--- config.mk ---
export PLATFORM = sky130hd
export DESIGN_NAME = core_wb_arbiter
export DESIGN_NICKNAME = d
export VERILOG_FILES = /design/src/rtl/config_pkg.sv /design/src/rtl/core_wb_fifo.sv /design/src/rtl/core_wb_arbiter.sv
export SDC_FILE = /design/constraint.sdc
export NUM_CORES = 1
export LEC_CHECK = 0
export BUFFER_PORTS_ARGS = -buffer_cell sky130_fd_sc_hd__buf_2
export CORE_MARGIN = 3
export CORE_UTILIZATION = 53
export CTS_CLUSTER_SIZE = 16
export DETAILED_ROUTE_END_ITERATION = 8
export GPL_ROUTABILITY_DRIVEN = 0
export PLACE_DENSITY_LB_ADDON = 0.05
export SETUP_SLACK_MARGIN = 0.3
export SKIP_LAST_GASP = 1
export SLEW_MARGIN = 20
export SYNTH_ARGS = -nofsm -noshare
export SYNTH_HDL_FRONTEND = slang
export SYNTH_HIERARCHICAL = 1
export SYNTH_SLANG_ARGS = --single-unit
--- constraint.sdc ---
create_clock -name clk -period 4.2 [get_ports clk]
set_input_delay 1.26 -clock clk [delete_from_list [all_inputs] [get_ports clk]]
set_output_delay 1.26 -clock clk [all_outputs]
set_load 0.02 [all_outputs]
--- src/rtl/config_pkg.sv ---
`default_nettype none
// ============================================================================
// Module  : config_pkg
// Brief   : Core configuration type plus writeback-path shared types.
// Revision: 1.0
// ============================================================================
package config_pkg;

    typedef struct packed {
        int unsigned XLEN;
    } config_t;

    localparam config_t DEFAULT_CONF = '{XLEN: 32};

    // Writeback entry at the default data width; wider cores build their own.
    typedef struct packed {
        logic [4:0]                   rd;
        logic [DEFAULT_CONF.XLEN-1:0] data;
    } wb_entry_t;

    localparam logic [1:0] WB_SRC_NONE = 2'd0;
    localparam logic [1:0] WB_SRC_ALU  = 2'd1;
    localparam logic [1:0] WB_SRC_LSU  = 2'd2;

endpackage : config_pkg
`default_nettype wire

--- src/rtl/core_wb_fifo.sv ---
`default_nettype none
// ============================================================================
// Module  : core_wb_fifo
// Brief   : Small synchronous FIFO of writeback entries, async active-low reset.
// Revision: 1.0
// ============================================================================
module core_wb_fifo
    import config_pkg::*;
#(
    parameter type T     = wb_entry_t,
    parameter int  DEPTH = 2
) (
    input  logic clk,
    input  logic rst_n,
    input  logic push,
    input  logic pop,
    input  T     din,
    output T     dout,
    output logic full,
    output logic empty
);

    localparam int AW = $clog2(DEPTH);

    T               r_mem [DEPTH];
    logic [AW-1:0]  r_wr_ptr;
    logic [AW-1:0]  r_rd_ptr;
    logic [AW:0]    r_count;
    logic           w_do_push;
    logic           w_do_pop;

    assign full      = (r_count == (AW+1)'(DEPTH));
    assign empty     = (r_count == '0);
    assign w_do_push = push && !full;
    assign w_do_pop  = pop && !empty;
    assign dout      = r_mem[r_rd_ptr];

    // Storage carries no reset; occupancy alone decides what is valid.
    always_ff @(posedge clk) begin
        if (w_do_push) begin
            r_mem[r_wr_ptr] <= din;
        end
    end

    always_ff @(posedge clk or negedge rst_n) begin
        if (!rst_n) begin
            r_wr_ptr <= '0;
            r_rd_ptr <= '0;
            r_count  <= '0;
        end else begin
            if (w_do_push) begin
                r_wr_ptr <= r_wr_ptr + 1'b1;
            end
            if (w_do_pop) begin
                r_rd_ptr <= r_rd_ptr + 1'b1;
            end
            case ({w_do_push, w_do_pop})
                2'b10:   r_count <= r_count + 1'b1;
                2'b01:   r_count <= r_count - 1'b1;
                default: r_count <= r_count;
            endcase
        end
    end

endmodule : core_wb_fifo
`default_nettype wire

--- src/rtl/core_wb_arbiter.sv ---
`default_nettype none
// ============================================================================
// Module  : core_wb_arbiter
// Brief   : Merges ALU and buffered LSU results onto the register file write
//           port and keeps the long-latency busy scoreboard.
// Revision: 1.0
// ============================================================================
module core_wb_arbiter
    import config_pkg::*;
#(
    parameter config_t CONF      = DEFAULT_CONF,
    parameter int      BUF_DEPTH = 2
) (
    input  logic                  clk,
    input  logic                  rst_n,
    input  logic                  alu_valid,
    input  logic [4:0]            alu_rd,
    input  logic [CONF.XLEN-1:0]  alu_data,
    input  logic                  lsu_valid,
    output logic                  lsu_ready,
    input  logic [4:0]            lsu_rd,
    input  logic [CONF.XLEN-1:0]  lsu_data,
    input  logic                  issue_valid,
    input  logic                  issue_long,
    input  logic [4:0]            issue_rd,
    output logic [31:0]           busy,
    output logic [4:0]            a2,
    output logic [CONF.XLEN-1:0]  wd2,
    output logic                  we2
);

    localparam int XLEN = int'(CONF.XLEN);

    typedef struct packed {
        logic [4:0]      rd;
        logic [XLEN-1:0] data;
    } entry_t;

    entry_t      w_fifo_dout;
    entry_t      w_sel;
    logic [1:0]  w_src;
    logic        w_fifo_full;
    logic        w_fifo_empty;
    logic        w_xfer;
    logic        w_pop;
    logic        w_bypass;
    logic        w_push;
    logic [31:0] w_busy_nxt;

    assign lsu_ready = !w_fifo_full;
    assign w_xfer    = lsu_valid && lsu_ready;
    assign w_push    = w_xfer && !w_bypass;

    core_wb_fifo #(
        .T     (entry_t),
        .DEPTH (BUF_DEPTH)
    ) u_fifo (
        .clk   (clk),
        .rst_n (rst_n),
        .push  (w_push),
        .pop   (w_pop),
        .din   ({lsu_rd, lsu_data}),
        .dout  (w_fifo_dout),
        .full  (w_fifo_full),
        .empty (w_fifo_empty)
    );

    // ALU first, then oldest buffered LSU result, then a same-cycle bypass.
    always_comb begin
        w_src    = WB_SRC_NONE;
        w_sel    = '0;
        w_pop    = 1'b0;
        w_bypass = 1'b0;
        if (alu_valid) begin
            w_src = WB_SRC_ALU;
            w_sel = '{rd: alu_rd, data: alu_data};
        end else if (!w_fifo_empty) begin
            w_src = WB_SRC_LSU;
            w_sel = w_fifo_dout;
            w_pop = 1'b1;
        end else if (w_xfer) begin
            w_src    = WB_SRC_LSU;
            w_sel    = '{rd: lsu_rd, data: lsu_data};
            w_bypass = 1'b1;
        end
    end

    // Clear before set so a same-cycle reissue of the register keeps it busy.
    always_comb begin
        w_busy_nxt = busy;
        if (w_src == WB_SRC_LSU) begin
            w_busy_nxt[w_sel.rd] = 1'b0;
        end
        if (issue_valid && issue_long && (issue_rd != 5'd0)) begin
            w_busy_nxt[issue_rd] = 1'b1;
        end
        w_busy_nxt[0] = 1'b0;
    end

    always_ff @(posedge clk or negedge rst_n) begin
        if (!rst_n) begin
            we2  <= 1'b0;
            a2   <= '0;
            wd2  <= '0;
            busy <= '0;
        end else begin
            we2  <= (w_src != WB_SRC_NONE) && (w_sel.rd != 5'd0);
            busy <= w_busy_nxt;
            if (w_src != WB_SRC_NONE) begin
                a2  <= w_sel.rd;
                wd2 <= w_sel.data;
            end
        end
    end

`ifndef SYNTHESIS
    a_lsu_hold_stable: assert property (@(posedge clk) disable iff (!rst_n)
        (lsu_valid && !lsu_ready) |=> ($stable(lsu_rd) && $stable(lsu_data)));
`endif

endmodule : core_wb_arbiter
`default_nettype wire
=== Word-level counts from Yosys, hierarchy flattened ===
Memory sizes are Yosys's and may differ from the RTL's.
Index checks and enable logic that the tools add are counted.

* RAM bits: 74
* Flip-flop bits (word level): 73
* Bits in read-only memories: 0
* Bits in latches: 0
* Memories: 1
* Logic and storage cells: 60

{| class="wikitable"
|+ Memories
! name !! depth !! width !! read ports !! clocked after memory_dff !! write ports !! line !! text
|-
| u_fifo.r_mem || 2 || 37 || 1 || 0 || 1 || core_wb_fifo.sv:25 || <nowiki>T r_mem [DEPTH];</nowiki>
|}

* Muxes and demuxes: 20
* Eq/ne operators: 4
* Bitwise operators: 3
* $lt $le $gt $ge: 4
* Div/mod/pow operators: 0
* Reductions and logical operators: 17
* $add $sub $neg: 4
* Shifts and indexed selects: 0
* Multipliers: 0

{| class="wikitable"
|+ Operators with widths
! cell !! number
|-
| 37-bit two-way mux || 3
|-
| 32-bit two-way mux || 2
|-
| 32-bit bitwise AND || 1
|-
| 32-bit NOT || 1
|-
| 32-bit OR || 1
|-
| 5-bit by 6-bit less-than comparator with 1-bit output, second input constant || 2
|-
| 1-bit demux with 5-bit select || 2
|-
| 5-bit by 1-bit >= comparator with 1-bit output, second input constant || 2
|-
| 5-bit nonzero test || 2
|-
| 1-bit logical AND || 9
|-
| 1-bit two-way mux || 9
|-
| 2-bit equality test, second input constant || 3
|-
| 2-bit two-way mux || 3
|-
| 2-bit case mux with 2 select lines || 1
|-
| 2-bit nonzero test || 2
|-
| 1-bit zero test || 3
|-
| 1-bit adder, second input constant || 2
|-
| 2-bit by 1-bit adder with 2-bit output, second input constant || 1
|-
| 2-bit by 1-bit equality test with 1-bit output, second input constant || 1
|-
| 2-bit zero test || 1
|-
| 2-bit by 1-bit subtractor with 2-bit output, second input constant || 1
|}

=== Longest topological paths before layout ===
Gate-level depths: netlist (run 1).

* Word-level depth: 15
* Gate-level depth with buffers: 9
* Depth with buffers taken out: 9

=== Modules after synthesis ===
Netlist (run 1), hierarchy kept.

{| class="wikitable"
|+ Modules (own cells, without submodules)
! module !! area an instance (µm²) !! times used !! cells each
|-
| core_wb_arbiter || 3278.1 || 1 || 351
|-
| core_wb_fifo || 2949.1 || 1 || 133
|}

=== Worst setup path before layout (run 1) ===
OpenSTA, ideal clock, no wires.

* Kind: input-to-reg
* From: input alu_valid
* To: memory u_fifo/r_mem[0][0] (netlist name) (enable)
* Library setup time: 0.431 ns
* Arrival: 3.257 ns
* Path slack: 0.512 ns
* Buffers on the path: 1
* Stages: 5
* Cell sequence: buf_2 -> nor2b_1 -> nor2_1 -> nand2_1 -> nor2_1

* Cells in the longest elaborated chain, start to end: 6

{| class="wikitable"
|+ Ends and longest elaborated chain
! element !! line !! text
|-
| from (decl) || core_wb_arbiter.sv:16 || <nowiki>input logic alu_valid,</nowiki>
|-
| 1-bit two-way mux || core_wb_arbiter.sv:74 || <nowiki>if (alu_valid) begin</nowiki>
|-
| 1-bit zero test || core_wb_arbiter.sv:52 || <nowiki>assign w_push = w_xfer && !w_bypass;</nowiki>
|-
| 1-bit logical AND || core_wb_arbiter.sv:52 ||
|-
| via w_push || core_wb_arbiter.sv:47 || <nowiki>logic w_push;</nowiki>
|-
| 1-bit logical AND || core_wb_fifo.sv:34 || <nowiki>assign w_do_push = push && !full;</nowiki>
|-
| 1-bit two-way mux || core_wb_fifo.sv:40 || <nowiki>if (w_do_push) begin</nowiki>
|-
| 1-bit two-way mux (implied by the code) || core_wb_fifo.sv:41 || <nowiki>r_mem[r_wr_ptr] <= din;</nowiki>
|-
| to (decl) || core_wb_fifo.sv:25 ||
|}

The timed path passes the listed nets, and every way through them passes these cells.

=== Worst setup path in the final report (run 1) ===
* From: input alu_valid
* To: register busy[6]

* Cells in the longest elaborated chain, start to end: 10

{| class="wikitable"
|+ Ends and longest elaborated chain
! element !! line !! text
|-
| 37-bit two-way mux || core_wb_arbiter.sv:74 ||
|-
| 5-bit by 6-bit less-than comparator with 1-bit output (implied by the code) or 5-bit by 1-bit >= comparator with 1-bit output (tied branches) || core_wb_arbiter.sv:92 || <nowiki>w_busy_nxt[w_sel.rd] = 1'b0;</nowiki>
|-
| 1-bit logical AND (implied by the code) || core_wb_arbiter.sv:92 ||
|-
| 1-bit two-way mux (implied by the code) || core_wb_arbiter.sv:92 ||
|-
| 1-bit demux with 5-bit select || core_wb_arbiter.sv:92 ||
|-
| 32-bit NOT (no line) || n/a ||
|-
| 32-bit bitwise AND (no line) || n/a ||
|-
| 32-bit two-way mux * || core_wb_arbiter.sv:91 || <nowiki>if (w_src == WB_SRC_LSU) begin</nowiki>
|-
| 32-bit OR (no line) || n/a ||
|-
| 32-bit two-way mux * || core_wb_arbiter.sv:94 || <nowiki>if (issue_valid && issue_long && (issue_rd != 5'd0)) begin</nowiki>
|-
| via w_busy_nxt[6] || core_wb_arbiter.sv:48 || <nowiki>logic [31:0] w_busy_nxt;</nowiki>
|-
| to (signal assigned) || core_wb_arbiter.sv:108 || <nowiki>busy <= w_busy_nxt;</nowiki>
|-
| to (decl) || core_wb_arbiter.sv:26 || <nowiki>output logic [31:0] busy,</nowiki>
|}

Mark *: on every way through the listed nets, which the timed path passes. The rest lies on a longest branch.
A chain may end at the register's enable or synchronous reset.

==> flow_summary.ini, run 1 <==
[critical_path]
r2r-end = busy[6]$_DFF_PN0_
r2r-start = u_fifo/r_count[0]$_DFFE_PN0P_
timing.setup.critical_path_class = primary input to flip-flop
timing.critical_path.to_type = flip-flop
crit_path_end = busy[6]$_DFF_PN0_
critical_path.startpoint = alu_valid
worst-endpoint-required_ns = 4.51
timing.critical_path.from_type = primary input
r2r_cells = 7
critical_path.max_fanout = 23
reg2reg_setup_slack_ns = 1.57
cp_data_arrival_time_ns = 3.26

[pwr]
power.static_leakage_nw = 3.23
max-vdd-ir-drop_mv = 0.424
cellPowerDensity_nw_per_um2 = 737

[sta]
final.period_utilization_pct = 70.4
fin_skew_ns = 0.00614
finalHoldViolCount = 0
timing.final.crit_period_ns = 2.96
timing.slew.headroom_pct = 29.3
timing.final.setup_violations = 0
post-route-worst-setup-slack_ns = 1.24
timing.fmax_mhz = 338
slew_viol_final = 0
tightestPinTransition_ns = 1.06
grt_setup_unrepaired = false
setup_total_negative_slack_ns = 0
hold_slack_ns = 0.507

[run_status]
run_status = completed

[die]
ios = 156
chipHeight_um = 114
placeableCoreArea_sq_um = 11200
floorplan.initialDensity_pct = 55.7
die_area_sq_um = 13100
placement_rows = 38
floorplan.die.width_um = 114

[placed_design]
detailed_place.area_sq_um = 7100
dp_slack_ns = 0.866
detailedPlacementHpwl_um = 9750
io_buffers = 154

[grt]
grt_pass1_vias = 4616
grt_start_max_net_pins = 74
globalRouteOverflowTotal = 0
antenna_found_initial = 0
grt_usage_pct = 23.8
wire_length_of_the_first_global_routing_pass_um = 23900

[synth]
syn_nets = 570
ys.warnings.count = 6
syn_area_per_cell_sq_um = 12.9
post_synth_instance_area_sq_um = 6230
ys_seq_area_share_pct = 65.0
yosys_most_used_dff = sky130_fd_sc_hd__edfxtp_1
syn_inst = 484
yosysUniqueCellTypes = 54
number_of_enable_flip_flop_cells_after_synthesis = 74
post_synthesis_async_set_or_reset_flop_share_pct = 49.7
postSynthRegisterBits = 147

[cts]
cts_hold_buf = 0
clk_pin_slew_ns = 0.06
cts_post_setup_buffers_inserted = 0
cts-buffers-inserted = 17
cts.root.buffer_cell = sky130_fd_sc_hd__clkbuf_16
resize_count_post_cts = 0
cts_tree = built
cts_num_sinks = 147
cts_buffer_depth = 2
insertion_delay_ns = 0.42
number_of_levels_in_the_clock_h_tree = 4

[detailed_routing]
drt.antenna.violating_nets = 0
detail_route.iter0.violations = 434
route.detailed.drc = 0
detail_route.vias_per_cell = 5.91
num_vias = 4661
drtPass1Iterations = 5
avgRoutedWirePerCell_um = 18.7
drt_wl_total_um = 14700

[flow_run]
maxCapViolCount = 0

[final_layout]
design.final.nets = 721
num_antenna_cells = 0
flow.area_growth_from_synthesis_pct = 24.2
final_cell_area_sq_um = 7730
filler_cell_count = 841
post_route_cells_drive_above_1_share_pct = 36.6

[min_path]
hold_path.class = flip-flop to flip-flop
[Yosys cell counts, drive strengths merged (3+ instances only)]
library cell / count / area [sq um]
a21oi: 34 / 170
a222oi: 3 / 30.0
nand2: 48 / 180
o22ai: 64 / 400
and2: 5 / 31.3
edfxtp: 74 / 2220
nor2: 8 / 30.0
o21ai: 48 / 240
buf: 13 / 86.3
inv: 6 / 22.5
or3: 3 / 18.8
xnor2: 3 / 26.3
dfrtp: 73 / 1830
or3b: 3 / 26.3
mux2: 37 / 492
nor3b: 5 / 37.5
clkbuf: 13 / 48.8
nor2b: 3 / 21.3
nand3b: 4 / 30.0
nand3: 4 / 20.0
[area by class of cell]
class,instances,area (sq um),share of cell area [%]
clock buffers,17,425,5.50
clock inverters,15,205,2.65
inverters,6,22.5,0.291
multi-input cells,305,2040,26.4
flip-flops and latches,147,4050,52.4
well taps,140,175,2.27
repair buffers,158,816,10.5
[critical path, stage by stage]
cell and delay, ns:
sky130_fd_sc_hd__buf_2 0.31, sky130_fd_sc_hd__and4bb_4 0.30, sky130_fd_sc_hd__a222oi_1 0.68, sky130_fd_sc_hd__or3b_1 0.48
sky130_fd_sc_hd__o21ai_1 0.16, sky130_fd_sc_hd__nand2_1 0.07
[sequential cells by signal, summed over array words and instances (netlist names)]
| name | flops |
|---|---|
| u_fifo/r_rd_ptr | 1 |
| u_fifo/r_wr_ptr | 1 |
| we2 | 1 |
| wd2 | 32 |
| a2 | 5 |
| busy | 31 |
| u_fifo/r_mem | 74 |
| u_fifo/r_count | 2 |
[per-layer routing]
| layer | GRT usage (%) | wire length [um] | part of all wire, % | vias to the layer above |
|---|---|---|---|---|
| li1 | - | - | - | 2161 |
| met1 | 32.6 | 6420 | 44 | 2283 |
| met2 | 37.3 | 7060 | 48 | 196 |
| met3 | 6.08 | 1050 | 7.1 | 21 |
| met4 | 8.55 | 220 | 1.5 | 0 |
| met5 | 0 | 0 | 0 | - |
[kinds of logic after synthesis]
group	count (synthesis)	synth area share (%)
compound gates	164	15.5
xor+xnor	5	0.703
fa+ha+maj	1	0.201
buf+inv	32	2.53
flops	147	65.0
mux	37	7.90
other cells	1	0.0602
simple gates	97	8.14
[layout by cell type (no fill, tap or decap), types with 8 or more instances in the layout]
cell type                   count
sky130_fd_sc_hd__nand2_1       47
sky130_fd_sc_hd__o22ai_1       64
sky130_fd_sc_hd__mux2_4        20
sky130_fd_sc_hd__o21ai_1        8
sky130_fd_sc_hd__dfrtp_1       72
sky130_fd_sc_hd__mux2_2        17
sky130_fd_sc_hd__a21oi_1       34
sky130_fd_sc_hd__edfxtp_1      74
sky130_fd_sc_hd__o21ai_0       40
sky130_fd_sc_hd__buf_2        153
sky130_fd_sc_hd__clkbuf_16     17
[worst min path at each step]
stage | slack [ns] | depth (start not counted) | from | endpoint
6_report | 0.51 | 2 | busy[5]$_DFF_PN0_ | busy[5]$_DFF_PN0_
5_1_grt | 0.54 | 2 | busy[4]$_DFF_PN0_ | busy[4]$_DFF_PN0_
4_1_cts | 0.50 | 2 | busy[23]$_DFF_PN0_ | busy[23]$_DFF_PN0_
3_5_place_dp | 0.49 | 2 | busy[23]$_DFF_PN0_ | busy[23]$_DFF_PN0_
3_3_place_gp | 0.46 | 1 | a2[3]$_DFFE_PN0P_ | a2[3]$_DFFE_PN0P_
2_1_floorplan | 0.46 | 1 | u_fifo/r_wr_ptr$_DFFE_PN0P_ | u_fifo/r_wr_ptr$_DFFE_PN0P_
[power by group]
| group | switching [W] | internal [W] |
|---|---|---|
| Sequential | 0.000214 | 0.00198 |
| Clock | 0.000596 | 0.000996 |
| Combinational | 0.00115 | 0.000763 |
| Total | 0.00196 | 0.00374 |
[stage by stage]
step	cells	utilization, %	total power [W]
floorplan	484	-	0.00352
global placement	756	63.5	0.00409
detailed placement	756	63.6	0.00413
CTS	788	69.2	0.00573
global route	788	69.2	0.00601
finish	788	69.2	0.00570
(Power assumes the default switching activity.)
==> run 2: changes to the inputs <==
--- a/config.mk
+++ b/config.mk
@@ -7,7 +7,7 @@
 export LEC_CHECK = 0
 export BUFFER_PORTS_ARGS = -buffer_cell sky130_fd_sc_hd__buf_2
 export CORE_MARGIN = 3
-export CORE_UTILIZATION = 53
+export CORE_UTILIZATION = 48
 export CTS_CLUSTER_SIZE = 16
 export DETAILED_ROUTE_END_ITERATION = 8
 export GPL_ROUTABILITY_DRIVEN = 0
==> constraint.sdc (replaced) <==
create_clock -name clk -period 2.7 [get_ports clk]
set_input_delay 0.81 -clock clk [delete_from_list [all_inputs] [get_ports clk]]
set_output_delay 0.81 -clock clk [all_outputs]
set_load 0.02 [all_outputs]
==> flow_summary.ini, run 2 (synthesis results as in run 1) <==
[run_status]
run_status = completed

[grt]
grt_start_max_net_pins = 65
globalRouteOverflowTotal = 0
wire_length_of_the_first_global_routing_pass_um = 24200
antenna_found_initial = 0
grt_usage_pct = 21.5
grt_pass1_vias = 4638

[final_layout]
flow.area_growth_from_synthesis_pct = 25.6
registers.top_by_ff_count = u_fifo/r_mem
final_common_cell = sky130_fd_sc_hd__buf_2
post_route_cells_drive_above_1_share_pct = 37.5
largestRegisters = u_fifo/r_mem (74), wd2 (32), busy (31)
most-common-layout-cells = sky130_fd_sc_hd__buf_2 (153), sky130_fd_sc_hd__edfxtp_1 (74), sky130_fd_sc_hd__dfrtp_1 (71)
num_antenna_cells = 0
number_of_flip_flops_under_the_largest_register_name = 74
design.final.nets = 737
final_core_util_pct = 63.3

[die]
chipHeight_um = 120
die_area_sq_um = 14400
placement_rows = 40
ios = 156
floorplan.initialDensity_pct = 50.4
floorplan.die.width_um = 120
placeableCoreArea_sq_um = 12400

[detailed_routing]
detail_route.iter0.violations = 314
detail_route.vias_per_cell = 5.56
drtPass1Iterations = 4
num_vias = 4622
drt.antenna.violating_nets = 0
route.detailed.drc = 0
avgRoutedWirePerCell_um = 18.2
drt_wl_total_um = 15100

[sta]
tightestPinTransition_ns = 0.832
timing.fmax_mhz = 439
grt_setup_unrepaired = false
timing.final.setup_violations = 0
setup_total_negative_slack_ns = 0
timing.final.crit_period_ns = 2.28
finalHoldViolCount = 0
fin_skew_ns = 0.00614
slew_viol_final = 0
final.period_utilization_pct = 84.4
hold_slack_ns = 0.388
timing.slew.headroom_pct = 44.0

[critical_path]
worst-endpoint-required_ns = 2.98
critical_path.max_fanout = 10
timing.setup.critical_path_class = flip-flop to flip-flop
cpMaxStageDelayCell = sky130_fd_sc_hd__dfrtp_2
r2r-start = u_fifo/r_rd_ptr$_DFFE_PN0P_
r2r_cells = 6
timing.critical_path.from_type = flip-flop
cp_data_arrival_time_ns = 2.56
reg2reg_setup_slack_ns = 0.42
critical_path_cell_by_cell = mux2_4, nor3b_1, a221o_1, or3_4, o21ai_0, o21ai_0
critical_path.max_stage_delay_ns = 0.55
r2r-end = busy[21]$_DFF_PN0_
path_common_cell = sky130_fd_sc_hd__o21ai_0
timing.critical_path.to_type = flip-flop

[pwr]
combinationalPowerShare_pct = 36.0
cellPowerDensity_nw_per_um2 = 1100
power.static_leakage_nw = 3.27
power_switching_share_pct = 34.9
power_switching_w = 0.00301
part_of_the_power_in_registers_pct = 39.7
design_power_total_w = 0.00861
max-vdd-ir-drop_mv = 0.608
p_int_w = 0.00561
clock_power_share_pct = 24.4

[cts]
cts_buffer_depth = 2
number_of_levels_in_the_clock_h_tree = 4
cts_tree = built
cts_num_sinks = 147
cts.root.buffer_cell = sky130_fd_sc_hd__clkbuf_16
clk_pin_slew_ns = 0.06
cts-buffers-inserted = 17
insertion_delay_ns = 0.42

[flow_run]
maxCapViolCount = 0

[min_path]
hold_path.class = primary input to asynchronous set/reset pin

[placed_design]
detailedPlacementHpwl_um = 10300
io_buffers = 154
-- run 2: cell types whose count changed in the layout (fill, tap and decap cells not counted), moves of 2 or more --
cell                         before  now
sky130_fd_sc_hd__buf_12           1    3
sky130_fd_sc_hd__bufinv_16        4    1
sky130_fd_sc_hd__clkinv_1         0    7
sky130_fd_sc_hd__buf_4            4   18
sky130_fd_sc_hd__clkbuf_1         0    2
sky130_fd_sc_hd__clkinv_4         2    0
sky130_fd_sc_hd__clkinvlp_4       6    3
-- run 2: cell type report --
type / instances / area, sq um
Sequential cell: 147 / 4050
Tap cell: 168 / 210
Timing Repair Buffer: 174 / 961
Multi-Input combinational cell: 305 / 2050
Fill cell: 982 / 4540
Clock buffer: 19 / 433
Clock inverter: 13 / 92.6
Inverter: 6 / 22.5
-- run 2: worst max-delay path by stage --
stage / start / to / slack, ns / depth (start not counted)
detailed placement: alu_valid / busy[21]$_DFF_PN0_ / 0.28 / 7
global route: u_fifo/r_count[1]$_DFFE_PN0P_ / busy[21]$_DFF_PN0_ / 0.26 / 7
floorplan: alu_valid / u_fifo/r_mem[0][0]$_DFFE_PP_ / 0.47 / 5
CTS: u_fifo/r_count[0]$_DFFE_PN0P_ / busy[21]$_DFF_PN0_ / 0.36 / 7
finish: u_fifo/r_rd_ptr$_DFFE_PN0P_ / busy[21]$_DFF_PN0_ / 0.42 / 6
global placement: alu_valid / busy[17]$_DFF_PN0_ / 0.32 / 7
-- run 2: critical path, delay by kind of cell, from the launching register on --
family | cells | cell delay [ns]
flops | 1 | 0.55
simple gates | 2 | 0.58
compound gates | 3 | 0.66
mux | 1 | 0.36
-- run 2: layer usage --
metal | vias to the layer above | part of all wire [%] | global-route usage (%)
li1 | 2191 | - | -
met1 | 2240 | 45 | 29.6
met2 | 172 | 48 | 33.6
met3 | 19 | 5.2 | 4.90
met4 | 0 | 1.7 | 7.73
met5 | - | 0 | 0
-- run 2: what timing repair did --
action,in CTS,in global routing
resized for setup,0,7
setup endpoints to repair,0,20
setup buffers,0,2
hold buffers,0,0
-- run 2: through the flow --
stage                     instances  setup slack (ns)  area (sq um)
after floorplan                 484             0.466          6240
after global placement          798             0.320          7270
after detailed placement        798             0.278          7270
after CTS                       830             0.363          7790
after global routing            832             0.259          7820
final                           832             0.420          7820
-- run 2: power groups by stage --
stage	Sequential (W)	Combinational, W	Clock (W)
after floorplan	0.00384	0.00165	0
after global placement	0.00343	0.00304	0
after detailed placement	0.00344	0.00307	0
after CTS	0.00341	0.00307	0.00213
after global routing	0.00348	0.00336	0.00224
final	0.00342	0.00310	0.00210
